[config.mk]
export PLATFORM = sky130hd
export DESIGN_NAME = fetch_stage
export DESIGN_NICKNAME = d
export VERILOG_FILES = /design/src/rtl/fetch_stage_pkg.sv /design/src/rtl/fetch_stage_ifid_reg.sv /design/src/rtl/fetch_stage.sv
export SDC_FILE = /design/constraint.sdc
export NUM_CORES = 1
export LEC_CHECK = 0
export CORE_MARGIN = 2
export CORE_UTILIZATION = 40
export DETAILED_ROUTE_END_ITERATION = 8
export PLACE_DENSITY_LB_ADDON = 0.12
export SYNTH_ARGS = -nofsm -noshare
export SYNTH_HDL_FRONTEND = slang
export SYNTH_SLANG_ARGS = --single-unit
[constraint.sdc]
create_clock -name clock -period 1.85 [get_ports clock]
set_input_delay 0.37 -clock clock [delete_from_list [all_inputs] [get_ports clock]]
set_output_delay 0.37 -clock clock [all_outputs]
set_load 0.05 [all_outputs]
[src/rtl/fetch_stage_pkg.sv]
// Shared constants and types for the instruction-fetch stage: NOP encoding,
// default memory depth / reset PC, IF/ID control encoding and PC wrap helper.
package fetch_stage_pkg;

    localparam int unsigned IMEM_DEPTH_DEFAULT = 512;
    localparam int unsigned RESET_PC_DEFAULT   = 0;
    localparam logic [31:0] NOP_INST           = 32'h0000_0000;

    typedef enum logic [1:0] {
        IFID_HOLD   = 2'd0,
        IFID_LOAD   = 2'd1,
        IFID_BUBBLE = 2'd2
    } ifid_ctrl_e;

    // Sequential word-index increment, wrapping at the top of instruction memory.
    function automatic logic [31:0] wrap_inc(input logic [31:0] pc, input int unsigned depth);
        return (pc == 32'(depth - 1)) ? 32'd0 : pc + 32'd1;
    endfunction

endpackage

[src/rtl/fetch_stage_ifid_reg.sv]
// IF/ID pipeline register: loads a fetched instruction, holds it, or inserts a
// NOP bubble according to the control code from the fetch stage.
module ifid_reg
    import fetch_stage_pkg::*;
(
    input  logic        clock,
    input  logic        resetn,
    input  ifid_ctrl_e  ctrl,
    input  logic [31:0] inst_in,
    input  logic [31:0] pc1_in,
    output logic [31:0] inst,
    output logic [31:0] pc1,
    output logic        valid
);

    logic [31:0] inst_reg, inst_next;
    logic [31:0] pc1_reg, pc1_next;
    logic        valid_reg, valid_next;

    always_comb begin
        inst_next  = inst_reg;
        pc1_next   = pc1_reg;
        valid_next = valid_reg;
        case (ctrl)
            IFID_LOAD: begin
                inst_next  = inst_in;
                pc1_next   = pc1_in;
                valid_next = 1'b1;
            end
            IFID_BUBBLE: begin
                inst_next  = NOP_INST;
                pc1_next   = 32'd0;
                valid_next = 1'b0;
            end
            default: ;
        endcase
    end

    always_ff @(posedge clock or negedge resetn) begin
        if (!resetn) begin
            inst_reg  <= NOP_INST;
            pc1_reg   <= 32'd0;
            valid_reg <= 1'b0;
        end else begin
            inst_reg  <= inst_next;
            pc1_reg   <= pc1_next;
            valid_reg <= valid_next;
        end
    end

    assign inst  = inst_reg;
    assign pc1   = pc1_reg;
    assign valid = valid_reg;

endmodule

[src/rtl/fetch_stage.sv]
// Instruction-fetch stage: word-indexed PC with branch redirect and stall hold,
// IF/ID register, and a running count of valid fetches.
module fetch_stage
    import fetch_stage_pkg::*;
#(
    parameter int unsigned IMEM_DEPTH = IMEM_DEPTH_DEFAULT,
    parameter int unsigned RESET_PC   = RESET_PC_DEFAULT
)(
    input  logic        clock,
    input  logic        resetn,
    input  logic        stall,
    input  logic        flush,
    input  logic        branch_taken,
    input  logic [31:0] branch_target,
    input  logic [31:0] inst_in,
    output logic [31:0] pc_out,
    output logic [31:0] ifid_inst,
    output logic [31:0] ifid_pc1,
    output logic        ifid_valid,
    output logic [31:0] fetch_count
);

    localparam logic [31:0] RESET_PC_W = 32'(RESET_PC % IMEM_DEPTH);

    logic [31:0] pc_reg, pc_next, pc_seq;
    logic [31:0] count_reg, count_next;
    ifid_ctrl_e  ifid_ctrl;

    assign pc_seq = wrap_inc(pc_reg, IMEM_DEPTH);

    // Redirect beats stall; a flush during a stall still squashes IF/ID.
    always_comb begin
        pc_next   = pc_seq;
        ifid_ctrl = IFID_LOAD;
        if (branch_taken) begin
            pc_next   = branch_target % IMEM_DEPTH;
            ifid_ctrl = IFID_BUBBLE;
        end else if (stall) begin
            pc_next   = pc_reg;
            ifid_ctrl = flush ? IFID_BUBBLE : IFID_HOLD;
        end else if (flush) begin
            ifid_ctrl = IFID_BUBBLE;
        end
    end

    assign count_next = (ifid_ctrl == IFID_LOAD) ? count_reg + 32'd1 : count_reg;

    always_ff @(posedge clock or negedge resetn) begin
        if (!resetn) begin
            pc_reg    <= RESET_PC_W;
            count_reg <= 32'd0;
        end else begin
            pc_reg    <= pc_next;
            count_reg <= count_next;
        end
    end

    ifid_reg u_ifid_reg (
        .clock   (clock),
        .resetn  (resetn),
        .ctrl    (ifid_ctrl),
        .inst_in (inst_in),
        .pc1_in  (pc_seq),
        .inst    (ifid_inst),
        .pc1     (ifid_pc1),
        .valid   (ifid_valid)
    );

    assign pc_out      = pc_reg;
    assign fetch_count = count_reg;

endmodule
==> results of run 1 <==
## per-layer routing
layer | up-vias | share of wire [%] | GRT usage, %
li1 | 2780 | - | -
met1 | 2840 | 45 | 29.5
met2 | 191 | 48 | 35.2
met3 | 30 | 5.7 | 4.36
met4 | 0 | 1.8 | 6.82
met5 | - | 0 | 0
## power breakdown
part / total, mW / switching, mW / internal [mW]
Combinational: 1.38 / 0.912 / 0.471
Clock: 3.92 / 1.22 / 2.71
Sequential: 3.10 / 0.131 / 2.97
## timing repair
| action | 4_1_cts | 5_1_grt |
|---|---|---|
| hold buffers | 1 | 0 |
| gates resized for setup | 30 | 58 |
| cloned | 0 | 2 |
| pin swaps | 14 | 40 |
| buffers inserted | 6 | 32 |
| setup endpoints to repair | 38 | 49 |
| hold endpoints to repair | 6 | 0 |
## kinds of logic after synthesis
| group | after synthesis | share of synthesized area, % |
|---|---|---|
| AOI/OAI and AO/OA | 98 | 9.28 |
| xor gates and xnor gates | 79 | 10.8 |
| adders and majority gates | 4 | 0.780 |
| buffers and inverters | 56 | 3.70 |
| DFF | 129 | 50.3 |
| muxes | 1 | 0.175 |
| and+or+nand+nor | 289 | 25.0 |
## how the worst max path moves through the flow
stage                                start                     endpoint  slack [ps]  cells after the start
4_1_cts                       branch_taken  fetch_count[29]$_DFFE_PN0N_        -220                      9
3_5_place_dp                  branch_taken  fetch_count[29]$_DFFE_PN0N_        -890                      9
2_1_floorplan                 branch_taken  fetch_count[25]$_DFFE_PN0N_        -510                     10
6_report                             flush  fetch_count[27]$_DFFE_PN0N_        -100                     11
3_3_place_gp                  branch_taken  fetch_count[25]$_DFFE_PN0N_        -830                      9
5_1_grt        fetch_count[11]$_DFFE_PN0N_  fetch_count[24]$_DFFE_PN0N_        -150                      5
## critical path: stages
cell,delay [ps]
sky130_fd_sc_hd__buf_6,90
sky130_fd_sc_hd__or2_4,260
sky130_fd_sc_hd__nor2_4,110
sky130_fd_sc_hd__ha_4,150
sky130_fd_sc_hd__nand4_4,70
sky130_fd_sc_hd__or4_4,440
sky130_fd_sc_hd__buf_6,140
sky130_fd_sc_hd__nor3_4,250
sky130_fd_sc_hd__buf_6,150
sky130_fd_sc_hd__nand2_2,50
sky130_fd_sc_hd__xnor2_1,180
## synth_stat cells (4+ instances only)
cell type and n:
sky130_fd_sc_hd__buf_2 14, sky130_fd_sc_hd__ha_1 4, sky130_fd_sc_hd__nand4_1 17, sky130_fd_sc_hd__and3_1 13
sky130_fd_sc_hd__nand3_1 17, sky130_fd_sc_hd__inv_1 8, sky130_fd_sc_hd__or3_1 4, sky130_fd_sc_hd__nor4_2 5
sky130_fd_sc_hd__a21oi_1 11, sky130_fd_sc_hd__nand2b_1 34, sky130_fd_sc_hd__nor2b_1 8, sky130_fd_sc_hd__o21ai_0 52
sky130_fd_sc_hd__a31oi_1 6, sky130_fd_sc_hd__nand3b_1 4, sky130_fd_sc_hd__xnor2_1 53, sky130_fd_sc_hd__dfrtp_1 129
sky130_fd_sc_hd__nor3_1 13, sky130_fd_sc_hd__clkbuf_1 27, sky130_fd_sc_hd__a22o_1 6, sky130_fd_sc_hd__xor2_1 26
sky130_fd_sc_hd__buf_1 4, sky130_fd_sc_hd__and4_1 6, sky130_fd_sc_hd__nor2_1 39, sky130_fd_sc_hd__nor4_1 10
sky130_fd_sc_hd__o31ai_1 14, sky130_fd_sc_hd__nand2_1 89
## area by class of cell
type / count / area (µm²) / area share (%)
clock inverters: 9 / 200 / 1.97
multi-input cells: 471 / 3490 / 34.3
repair buffers: 284 / 2430 / 23.8
clock buffers: 23 / 498 / 4.89
flip-flops and latches: 129 / 3270 / 32.1
well taps: 216 / 270 / 2.65
inverters: 8 / 30.0 / 0.295
==> out/summary.txt, run 1 <==
FINAL LAYOUT
------------------------------------------------------------------------------
Inserted Diodes .................................................            0
Total of fill cells in the finished design ......................         1239
Post-Route Utilization ..........................................        64.6%
Layout Nets .....................................................          984
Final instance count without filler cells .......................         1140
Area Overhead vs Synth ..........................................        58.7%
Leading cell type in the layout, fill and taps excluded ......... sky130_fd_sc_hd__buf_4
Proportion of layout cells with a drive suffix above 1 ..........        42.0%
Top library cells by usage in the layout, fill and taps aside ... 214 x sky130_fd_sc_hd__buf_4, 98 x sky130_fd_sc_hd__dfrtp_1, 82 x sky130_fd_sc_hd__nand2_1, 49 x sky130_fd_sc_hd__o21ai_0, 48 x sky130_fd_sc_hd__xnor2_1
Final non-filler cell area ......................................    10200 µm²

GLOBAL ROUTE
------------------------------------------------------------------------------
Initial antenna violation count .................................            0
Maximum number of pins on one net before global-route repair ....           80
Number of global-route vias before repair .......................         5507
First-pass GRT wire length ......................................      28.8 mm
Final global-route overflow total ...............................            0
Combined global-route utilization of all metal layers ...........        21.7%

WORST SETUP PATH
------------------------------------------------------------------------------
Max Fanout on Critical Path .....................................            3
Terminus of the critical flop-to-flop path ...................... fetch_count[27]$_DFFE_PN0N_
Start-to-end type of the worst setup path ....................... input pin to flop
Critical Path AT ................................................      2280 ps
Critical path endpoint category .................................         flop
Crit path required time .........................................      2180 ps
R2R cell count ..................................................            7
Critical R2R Launch ............................................. fetch_count[8]$_DFFE_PN0N_
Crit path launch type ...........................................    input pin
Setup slack, reg-to-reg .........................................       -70 ps

FLOORPLAN
------------------------------------------------------------------------------
Effective utilization at floorplan ..............................        40.7%
Row cnt .........................................................           46
Die area ........................................................    17100 µm²
I/O pins ........................................................          198
Die W ...........................................................       131 µm
Area inside the core boundary ...................................    15800 µm²
Vertical die dimension ..........................................       131 µm

ROUTE
------------------------------------------------------------------------------
Total detailed-routing wirelength ...............................      19.1 mm
Routed wire per std cell ........................................      16.8 µm
Vias per std cell ...............................................         5.12
DRC violation total after the first TritonRoute iteration .......          386
Number of DRC violations after detailed routing .................            0
Detailed-router iteration count before antenna repair ...........            4
ANT nets after route ............................................            0
Via count .......................................................         5841

SYNTH
------------------------------------------------------------------------------
Number of synthesized register bits .............................          129
Register area share after synthesis .............................        50.3%
Cell area after synthesis .......................................     6420 µm²
Area share of the leading cell type in the synthesized netlist ..        50.3%
Largest area contributor in the synthesized netlist ............. sky130_fd_sc_hd__dfrtp_1
Async SR Flop Fraction ..........................................         100%
Biggest area contributors in the synthesized netlist ............ sky130_fd_sc_hd__dfrtp_1 50%, sky130_fd_sc_hd__xnor2_1 7.2%, sky130_fd_sc_hd__nand2_1 5.2%
Synth Net Count .................................................          729
Syn Inst Count ..................................................          656
Leading register cell type out of synthesis ..................... sky130_fd_sc_hd__dfrtp_1
Synthesized area per cell .......................................     9.78 µm²
Number of flops mapped to enable cells by yosys .................            0
Number of distinct library cells after synthesis ................           52
Yosys warns .....................................................            0

PLACEMENT
------------------------------------------------------------------------------
Placed cell count ...............................................         1068
Final weighted congestion in routability-driven placement .......        0.807
Placement-stage worst setup slack ...............................      -894 ps
IO Port Bufs ....................................................          174
Total cell area at the placement stage ..........................     8800 µm²
HPWL after detailed placement ...................................      13.1 mm

TIMING
------------------------------------------------------------------------------
# setup viols final .............................................           10
Worst-case clock skew ...........................................      8.09 ps
Relative slew slack .............................................        58.4%
Min cycle time layout ...........................................      1950 ps
Worst-case setup margin in the final layout .....................      -100 ps
Final-report max-slew violation count ...........................            0
RSZ-0062 raised after global routing ............................          yes
Highest clock frequency the design can meet .....................      513 MHz
Setup_tns .......................................................      -524 ps
Pin slew with the least headroom to its limit ...................       624 ps
Hold Fails Final Rpt ............................................            0
Smallest hold slack .............................................       475 ps
Post-route fraction of the period consumed by the critical path .         105%

CLOCK NETWORK
------------------------------------------------------------------------------
Buffer depth of the longest clock path ..........................            2
Number of buffers created by CTS ................................           17
Clk slew on worst S/H paths .....................................        60 ps
Clock latency reported for the late side of the worst-skew pair .       410 ps
CTS tree ........................................................          yes
Total number of H-tree levels ...................................            4
Library cell used as clock root buffer .......................... sky130_fd_sc_hd__clkbuf_16
Number of clock sinks ...........................................          129

POWER AND IR DROP
------------------------------------------------------------------------------
Power after layout ..............................................      8.41 mW
Static power due to leakage .....................................      4.70 nW
Power Density ...................................................   826 nW/µm²
Worst voltage drop across the vdd grid ..........................       735 µV

RUN STATUS
------------------------------------------------------------------------------
Violations in the final reports ................................. setup timing
Outcome ......................................................... complete, but fails checks

HOLD PATH
------------------------------------------------------------------------------
Count of cells along the worst hold path ........................            1
Hold Crit Start ................................................. fetch_count[31]$_DFFE_PN0N_
Hold endpoint ................................................... fetch_count[31]$_DFFE_PN0N_
Classification of the worst-slack hold path ..................... flop to flop

JOB
------------------------------------------------------------------------------
Count of max-cap constraint violations ..........................            0

Note: power is estimated with default switching activity, not from simulation.
==> inputs of run 2 (changes only) <==
--- a/config.mk
+++ b/config.mk
@@ -13,2 +13,3 @@
 export SYNTH_HDL_FRONTEND = slang
+export SYNTH_HIERARCHICAL = 1
 export SYNTH_SLANG_ARGS = --single-unit
--- a/constraint.sdc
+++ b/constraint.sdc
@@ -3,2 +3,2 @@
 set_output_delay 0.37 -clock clock [all_outputs]
-set_load 0.05 [all_outputs]
+set_load 0.1 [all_outputs]
==> out/summary.txt, run 2 <==
RUN STATUS
------------------------------------------------------------------------------
Outcome ......................................................... complete, but fails checks
Violations in the final reports ................................. setup timing

CLOCK NETWORK
------------------------------------------------------------------------------
Clk slew on worst S/H paths .....................................        60 ps   about the same
Clock latency reported for the late side of the worst-skew pair .       420 ps   about the same
Buffer depth of the longest clock path ..........................            2   unchanged
CTS tree ........................................................          yes
Library cell used as clock root buffer .......................... sky130_fd_sc_hd__clkbuf_16
Number of buffers created by CTS ................................           17   unchanged
Number of clock sinks ...........................................          129   unchanged
Total number of H-tree levels ...................................            4   unchanged

TIMING
------------------------------------------------------------------------------
Final-report max-slew violation count ...........................            0   unchanged
Smallest hold slack .............................................       348 ps   -127 ps
Worst-case setup margin in the final layout .....................      -146 ps   -45.7 ps
Worst-case clock skew ...........................................      8.03 ps   -0.0657 ps
Post-route fraction of the period consumed by the critical path .         108%   +2.5 points
Hold Fails Final Rpt ............................................            0   unchanged
RSZ-0062 raised after global routing ............................          yes
# setup viols final .............................................           16   +6
Highest clock frequency the design can meet .....................      501 MHz   -2.3%
Pin slew with the least headroom to its limit ...................       567 ps   -57.2 ps
Min cycle time layout ...........................................      2000 ps   +45.7 ps
Relative slew slack .............................................        62.2%   +3.8 points

FINAL LAYOUT
------------------------------------------------------------------------------
Top library cells by usage in the layout, fill and taps aside ... 137 x sky130_fd_sc_hd__buf_12, 96 x sky130_fd_sc_hd__nand2_1, 84 x sky130_fd_sc_hd__buf_4, 71 x sky130_fd_sc_hd__dfrtp_1, 65 x sky130_fd_sc_hd__nand2b_1
Proportion of layout cells with a drive suffix above 1 ..........        43.4%   +1.5 points
Area Overhead vs Synth ..........................................        73.9%
Total of fill cells in the finished design ......................         1186   -4.3%
Inserted Diodes .................................................            0   unchanged
Final non-filler cell area ......................................    12200 µm²   +20%
Leading cell type in the layout, fill and taps excluded ......... sky130_fd_sc_hd__buf_12
Layout Nets .....................................................         1059   +7.6%

ROUTE
------------------------------------------------------------------------------
Detailed-router iteration count before antenna repair ...........            5   +1
Routed wire per std cell ........................................      17.8 µm   +6.2%
DRC violation total after the first TritonRoute iteration .......          492   +27%
Number of DRC violations after detailed routing .................            0   unchanged
ANT nets after route ............................................            0   unchanged
Total detailed-routing wirelength ...............................      21.8 mm   +14%
Vias per std cell ...............................................         5.37   +4.7%
Via count .......................................................         6567   +12%

POWER AND IR DROP
------------------------------------------------------------------------------
Switching part of the total .....................................        34.6%   +7.7 points
Clock power frac ................................................        36.0%   -11 points
Combinational share of power ....................................        29.6%   +13 points
Static power due to leakage .....................................      5.08 nW   +8.2%
Power Density ...................................................   776 nW/µm²   -5.9%
Power after layout ..............................................      9.46 mW   +12%
Cell internal pwr ...............................................      6.18 mW   +0.56%
Switching power .................................................      3.28 mW   +45%
Worst voltage drop across the vdd grid ..........................       560 µV   -24%
Proportion of power drawn by flip-flops and latches .............        34.5%   -2.4 points

GLOBAL ROUTE
------------------------------------------------------------------------------
Final global-route overflow total ...............................            0   unchanged
Routing usage on met2 ...........................................        37.7%   +2.5 points
Combined global-route utilization of all metal layers ...........        23.3%   +1.6 points
Fraction of met1 tracks used by global routing ..................        31.8%   +2.4 points
Global-route track usage on met3 ................................        4.44%   +0.080 points
Maximum number of pins on one net before global-route repair ....           65   -19%
First-pass GRT wire length ......................................      33.9 mm   +18%
Initial antenna violation count .................................            0   unchanged
Number of global-route vias before repair .......................         6425   +17%
Most heavily used metal layer in global routing .................         met2

SYNTH
------------------------------------------------------------------------------
Biggest area contributors in the synthesized netlist ............ sky130_fd_sc_hd__dfrtp_1 46%, sky130_fd_sc_hd__xnor2_1 6.5%, sky130_fd_sc_hd__nand2b_1 5.8%
Cell with the most instances after synthesis .................... sky130_fd_sc_hd__dfrtp_1
Async SR Flop Fraction ..........................................         100%   unchanged
Yosys warns .....................................................            6   +6
Top post-synthesis cells by count ............................... 129 x sky130_fd_sc_hd__dfrtp_1, 99 x sky130_fd_sc_hd__nand2_1, 65 x sky130_fd_sc_hd__nand2b_1
Area share of the leading cell type in the synthesized netlist ..        46.1%   -4.2 points
Leading register cell type out of synthesis ..................... sky130_fd_sc_hd__dfrtp_1
Number of flops mapped to enable cells by yosys .................            0   unchanged
Cell area after synthesis .......................................     7000 µm²   +9.1%
Register area share after synthesis .............................        46.1%   -4.2 points
Synthesized area per cell .......................................     9.38 µm²   -4.2%
Number of distinct library cells after synthesis ................           47   -9.6%
Largest area contributor in the synthesized netlist ............. sky130_fd_sc_hd__dfrtp_1
Synth Net Count .................................................          820   +12%
Syn Inst Count ..................................................          747   +14%
Number of synthesized register bits .............................          129   unchanged

FLOORPLAN
------------------------------------------------------------------------------
Area inside the core boundary ...................................    17200 µm²   +9.3%
Die area ........................................................    18600 µm²   +8.8%
Die W ...........................................................       136 µm   +4.3%
Row cnt .........................................................           48   +4.3%
I/O pins ........................................................          198   unchanged
Vertical die dimension ..........................................       136 µm   +4.3%
Effective utilization at floorplan ..............................        40.6%   -0.065 points

HOLD PATH
------------------------------------------------------------------------------
Hold endpoint ................................................... pc_out[20]$_DFFE_PN0P_
Hold Crit Start ................................................. branch_taken
Count of cells along the worst hold path ........................            3   +2
Classification of the worst-slack hold path ..................... input pin to flop

WORST SETUP PATH
------------------------------------------------------------------------------
CP cell instances ............................................... nand2_4 > or4_4 > or4_4 > xnor2_2 > nand2b_1 > o21ai_2
Buffers & Inverters on Critical Path ............................            0   -3
Cell with the biggest individual delay on the critical path ..... sky130_fd_sc_hd__or4_4
Critical path endpoint category .................................         flop
Max Fanout on Critical Path .....................................            6   +3
Most numerous cell on the critical path ......................... sky130_fd_sc_hd__or4_4
Crit path launch type ...........................................         flop
Critical Path AT ................................................      2300 ps   +20 ps
Terminus of the critical flop-to-flop path ...................... u_ifid_reg/pc1[24]$_DFFE_PN0P_
Setup slack, reg-to-reg .........................................      -150 ps   -80 ps
Highest cell delay on the worst timing path .....................       590 ps   +150 ps
Start-to-end type of the worst setup path ....................... flop to flop
Crit path required time .........................................      2150 ps   -30 ps
R2R cell count ..................................................            6   -1
Critical R2R Launch ............................................. pc_out[9]$_DFFE_PN0P_
Family with the most delay on the worst path .................... simple AND/OR/NAND/NOR gates

PLACEMENT
------------------------------------------------------------------------------
HPWL after detailed placement ...................................      15.3 mm   +17%
Final weighted congestion in routability-driven placement .......        0.901   +12%
Total cell area at the placement stage ..........................    11100 µm²   +26%
IO Port Bufs ....................................................          174   unchanged

JOB
------------------------------------------------------------------------------
Count of max-cap constraint violations ..........................            0   unchanged

==> run 2: layout make-up <==
| cell class | instances | area [µm²] | share of cell area, % |
|---|---|---|---|
| repair buffers | 280 | 4020 | 33.0 |
| flip-flops and latches | 129 | 3380 | 27.8 |
| clock inverters | 13 | 161 | 1.33 |
| inverters | 10 | 37.5 | 0.308 |
| well taps | 225 | 282 | 2.31 |
| clock buffers | 19 | 433 | 3.55 |
| multi-input cells | 548 | 3870 | 31.7 |
==> run 2: layer usage <==
metal | share of wire [%] | wire length (µm)
met1 | 43 | 9280
met2 | 50 | 10900
met3 | 5.6 | 1220
met4 | 1.9 | 411
met5 | 0 | 0
==> run 2: repair_timing <==
| item | 4_1_cts | 5_1_grt |
|---|---|---|
| hold buffers | 1 | 0 |
| resized for setup | 16 | 53 |
| gates cloned | 1 | 6 |
| setup buffers | 5 | 5 |
| endpoints found under the setup margin | 31 | 69 |
| endpoints found under the hold margin | 32 | 0 |
| pin swaps | 13 | 28 |
==> run 2: logic make-up (layout without fill, tap and decap cells) <==
logic type | after synthesis | after routing | synth area share [%]
DFF | 129 | 129 | 46.1
and+or+nand+nor | 370 | 370 | 28.5
xor gates and xnor gates | 65 | 65 | 8.24
AOI/OAI and AO/OA | 94 | 94 | 9.18
muxes | 15 | 15 | 2.34
adders and majority gates | 4 | 4 | 0.715
buffers and inverters | 70 | 322 | 4.91
==> run 2: power by group through the flow <==
| stage | registers (mW) | logic [mW] | clock network, mW |
|---|---|---|---|
| floorplan | 4.38 | 0.517 | 0 |
| CTS | 3.26 | 2.76 | 3.45 |
| finish | 3.26 | 2.79 | 3.40 |
| global route | 3.28 | 2.91 | 3.58 |
| global placement | 3.30 | 2.71 | 0 |
| detailed placement | 3.31 | 2.73 | 0 |
==> run 2: worst min-delay path, delay by kind of cell <==
kind	cells	cell delay, ps
compound gates	1	40
buf+inv	2	310
==> run 2: how the worst max path moves through the flow <==
stage / startpoint / endpoint / slack (ps) / depth (start not counted)
finish: pc_out[9]$_DFFE_PN0P_ / u_ifid_reg/pc1[24]$_DFFE_PN0P_ / -150 / 6
global route: pc_out[10]$_DFFE_PN0P_ / u_ifid_reg/pc1[24]$_DFFE_PN0P_ / -200 / 6
CTS: pc_out[7]$_DFFE_PN0P_ / u_ifid_reg/pc1[19]$_DFFE_PN0P_ / -170 / 8
detailed placement: flush / fetch_count[16]$_DFFE_PN0N_ / -480 / 7
global placement: flush / fetch_count[28]$_DFFE_PN0N_ / -450 / 7
floorplan: pc_out[7]$_DFFE_PN0P_ / u_ifid_reg/pc1[24]$_DFFE_PN0P_ / -560 / 8
==> run 2: metrics by stage <==
step                utilization [%]  cells  setup slack, ps  setup TNS, ps
global route                   70.7   1224             -203          -1470
floorplan                         -    747             -560         -11040
finish                         70.7   1224             -146           -900
CTS                            68.6   1215             -166          -1380
detailed placement             64.2   1176             -483         -38920
global placement               64.2   1176             -447         -34840
==> inputs of run 3 (changes only) <==
- CORE_UTILIZATION: 40 -> 44
==> out/summary.txt, run 3 (same netlist as run 2, synthesis figures left out) <==
TIMING
------------------------------------------------------------------------------
Smallest hold slack .............................................      55.4 ps   -293 ps
Min cycle time layout ...........................................      2000 ps   -0.343 ps
Worst-case clock skew ...........................................      9.32 ps   +1.29 ps
Pin slew with the least headroom to its limit ...................       702 ps   +135 ps
Relative slew slack .............................................        53.2%   -9.0 points
Post-route fraction of the period consumed by the critical path .         108%   about the same
RSZ-0062 raised after global routing ............................          yes
Final-report max-slew violation count ...........................            0   unchanged
Hold Fails Final Rpt ............................................            0   unchanged
Worst-case setup margin in the final layout .....................      -146 ps   +0.343 ps
Highest clock frequency the design can meet .....................      501 MHz   about the same
# setup viols final .............................................           20   +4

WORST SETUP PATH
------------------------------------------------------------------------------
Start-to-end type of the worst setup path ....................... flop to flop
Crit path required time .........................................      2150 ps   about the same
Crit path launch type ...........................................         flop
Terminus of the critical flop-to-flop path ...................... pc_out[26]$_DFFE_PN0P_
Max Fanout on Critical Path .....................................            5   -1
Critical R2R Launch ............................................. pc_out[9]$_DFFE_PN0P_
Critical Path AT ................................................      2300 ps   about the same
Critical path endpoint category .................................         flop
R2R cell count ..................................................            5   -1
Setup slack, reg-to-reg .........................................      -150 ps   about the same

CLOCK NETWORK
------------------------------------------------------------------------------
Library cell used as clock root buffer .......................... sky130_fd_sc_hd__clkbuf_16
Buffer depth of the longest clock path ..........................            2   unchanged
Number of buffers created by CTS ................................           17   unchanged
Total number of H-tree levels ...................................            4   unchanged
Number of clock sinks ...........................................          129   unchanged
Clk slew on worst S/H paths .....................................        60 ps   about the same
CTS tree ........................................................          yes
Clock latency reported for the late side of the worst-skew pair .       410 ps   about the same

FINAL LAYOUT
------------------------------------------------------------------------------
Leading cell type in the layout, fill and taps excluded ......... sky130_fd_sc_hd__buf_12
Top library cells by usage in the layout, fill and taps aside ... 136 x sky130_fd_sc_hd__buf_12, 97 x sky130_fd_sc_hd__nand2_1, 85 x sky130_fd_sc_hd__buf_4, 71 x sky130_fd_sc_hd__dfrtp_1, 65 x sky130_fd_sc_hd__nand2b_1
Area Overhead vs Synth ..........................................        75.0%
Inserted Diodes .................................................            0   unchanged
Total of fill cells in the finished design ......................         1012   -15%
Layout Nets .....................................................         1067   +0.76%
Proportion of layout cells with a drive suffix above 1 ..........        43.7%   +0.25 points

FLOORPLAN
------------------------------------------------------------------------------
Area inside the core boundary ...................................    15700 µm²   -8.8%
I/O pins ........................................................          198   unchanged
Die W ...........................................................       130 µm   -4.5%
Vertical die dimension ..........................................       130 µm   -4.5%
Die area ........................................................    16900 µm²   -8.8%
Effective utilization at floorplan ..............................        44.6%   +3.9 points
Row cnt .........................................................           46   -4.2%

ROUTE
------------------------------------------------------------------------------
Number of DRC violations after detailed routing .................            0   unchanged
Via count .......................................................         6662   +1.4%
Detailed-router iteration count before antenna repair ...........            5   unchanged
DRC violation total after the first TritonRoute iteration .......          516   +4.9%
Total detailed-routing wirelength ...............................      22.3 mm   +2.1%
Vias per std cell ...............................................         5.45   +1.5%
ANT nets after route ............................................            0   unchanged
Routed wire per std cell ........................................      18.2 µm   +2.2%

GLOBAL ROUTE
------------------------------------------------------------------------------
Most heavily used metal layer in global routing .................         met2
Final global-route overflow total ...............................            0   unchanged
Global-route track usage on met3 ................................        5.37%   +0.93 points
Combined global-route utilization of all metal layers ...........        25.3%   +2.0 points
Maximum number of pins on one net before global-route repair ....          130   +100%
First-pass GRT wire length ......................................      33.6 mm   -1.0%
Fraction of met1 tracks used by global routing ..................        33.2%   +1.4 points
Number of global-route vias before repair .......................         6449   +0.37%
Initial antenna violation count .................................            0   unchanged
Routing usage on met2 ...........................................        41.8%   +4.1 points

RUN STATUS
------------------------------------------------------------------------------
Outcome ......................................................... complete, but fails checks
Violations in the final reports ................................. setup timing

HOLD PATH
------------------------------------------------------------------------------
Classification of the worst-slack hold path ..................... input pin to async pin

POWER AND IR DROP
------------------------------------------------------------------------------
Power Density ...................................................   758 nW/µm²   -2.4%
Worst voltage drop across the vdd grid ..........................       628 µV   +12%
Power after layout ..............................................      9.29 mW   -1.8%
Static power due to leakage .....................................      5.10 nW   +0.44%

PLACEMENT
------------------------------------------------------------------------------
Final weighted congestion in routability-driven placement .......        0.941   +4.5%
IO Port Bufs ....................................................          174   unchanged
HPWL after detailed placement ...................................      14.9 mm   -2.5%

JOB
------------------------------------------------------------------------------
Count of max-cap constraint violations ..........................            0   unchanged

## run 3: worst max path at each step
stage	from	to	slack, ps	cells after the start
after floorplan	pc_out[7]$_DFFE_PN0P_	u_ifid_reg/pc1[24]$_DFFE_PN0P_	-560	8
after global placement	stall	pc_out[29]$_DFFE_PN0P_	-410	6
after detailed placement	stall	u_ifid_reg/inst[31]$_DFFE_PN0P_	-460	8
after CTS	pc_out[7]$_DFFE_PN0P_	u_ifid_reg/pc1[24]$_DFFE_PN0P_	-170	6
after global routing	pc_out[4]$_DFFE_PN0P_	u_ifid_reg/pc1[27]$_DFFE_PN0P_	-210	10
final	pc_out[9]$_DFFE_PN0P_	pc_out[26]$_DFFE_PN0P_	-150	5
## run 3: layout make-up
type	count	area [µm²]	share of cell area (%)
clock buffers	17	425	3.47
inverters	10	41.3	0.337
well taps	216	270	2.21
multi-input cells	548	3890	31.7
repair buffers	288	4110	33.6
clock inverters	15	134	1.09
flip-flops and latches	129	3380	27.6
## run 3: layer usage
layer | wire length [µm] | share of wire [%]
met5 | 0 | 0
met4 | 454 | 2.0
met3 | 1350 | 6.0
met2 | 11200 | 50
met1 | 9250 | 42
## run 3: power breakdown
group / internal (mW) / total, mW / switching [mW]
Combinational: 1.06 / 2.84 / 1.78
Sequential: 3.02 / 3.27 / 0.249
Clock: 1.86 / 3.19 / 1.33
## run 3: stage by stage
step / std cells / setup slack (ps) / cell area, µm² / setup TNS (ps) / utilization (%)
floorplan: 747 / -560 / 7410 / -11040 / -
global placement: 1155 / -411 / 11000 / -37610 / 69.7
detailed placement: 1155 / -463 / 11000 / -42220 / 69.7
CTS: 1191 / -173 / 11600 / -1230 / 74.0
global route: 1223 / -212 / 12300 / -3860 / 78.0
finish: 1223 / -146 / 12300 / -1430 / 78.0
## run 3: worst max-delay path, stage by stage (launching register included)
cell and delay [ps]:
sky130_fd_sc_hd__dfrtp_4 420, sky130_fd_sc_hd__nand2_2 70, sky130_fd_sc_hd__or4_4 590, sky130_fd_sc_hd__buf_4 180, sky130_fd_sc_hd__nor4_4 270, sky130_fd_sc_hd__mux2_2 360
## run 3: repair_timing
| item | in CTS | in global routing |
|---|---|---|
| cloned | 1 | 6 |
| setup endpoints to repair | 44 | 85 |
| pin swaps | 4 | 34 |
| hold buffers | 0 | 0 |
| resized for setup | 14 | 64 |
| setup buffers | 3 | 27 |
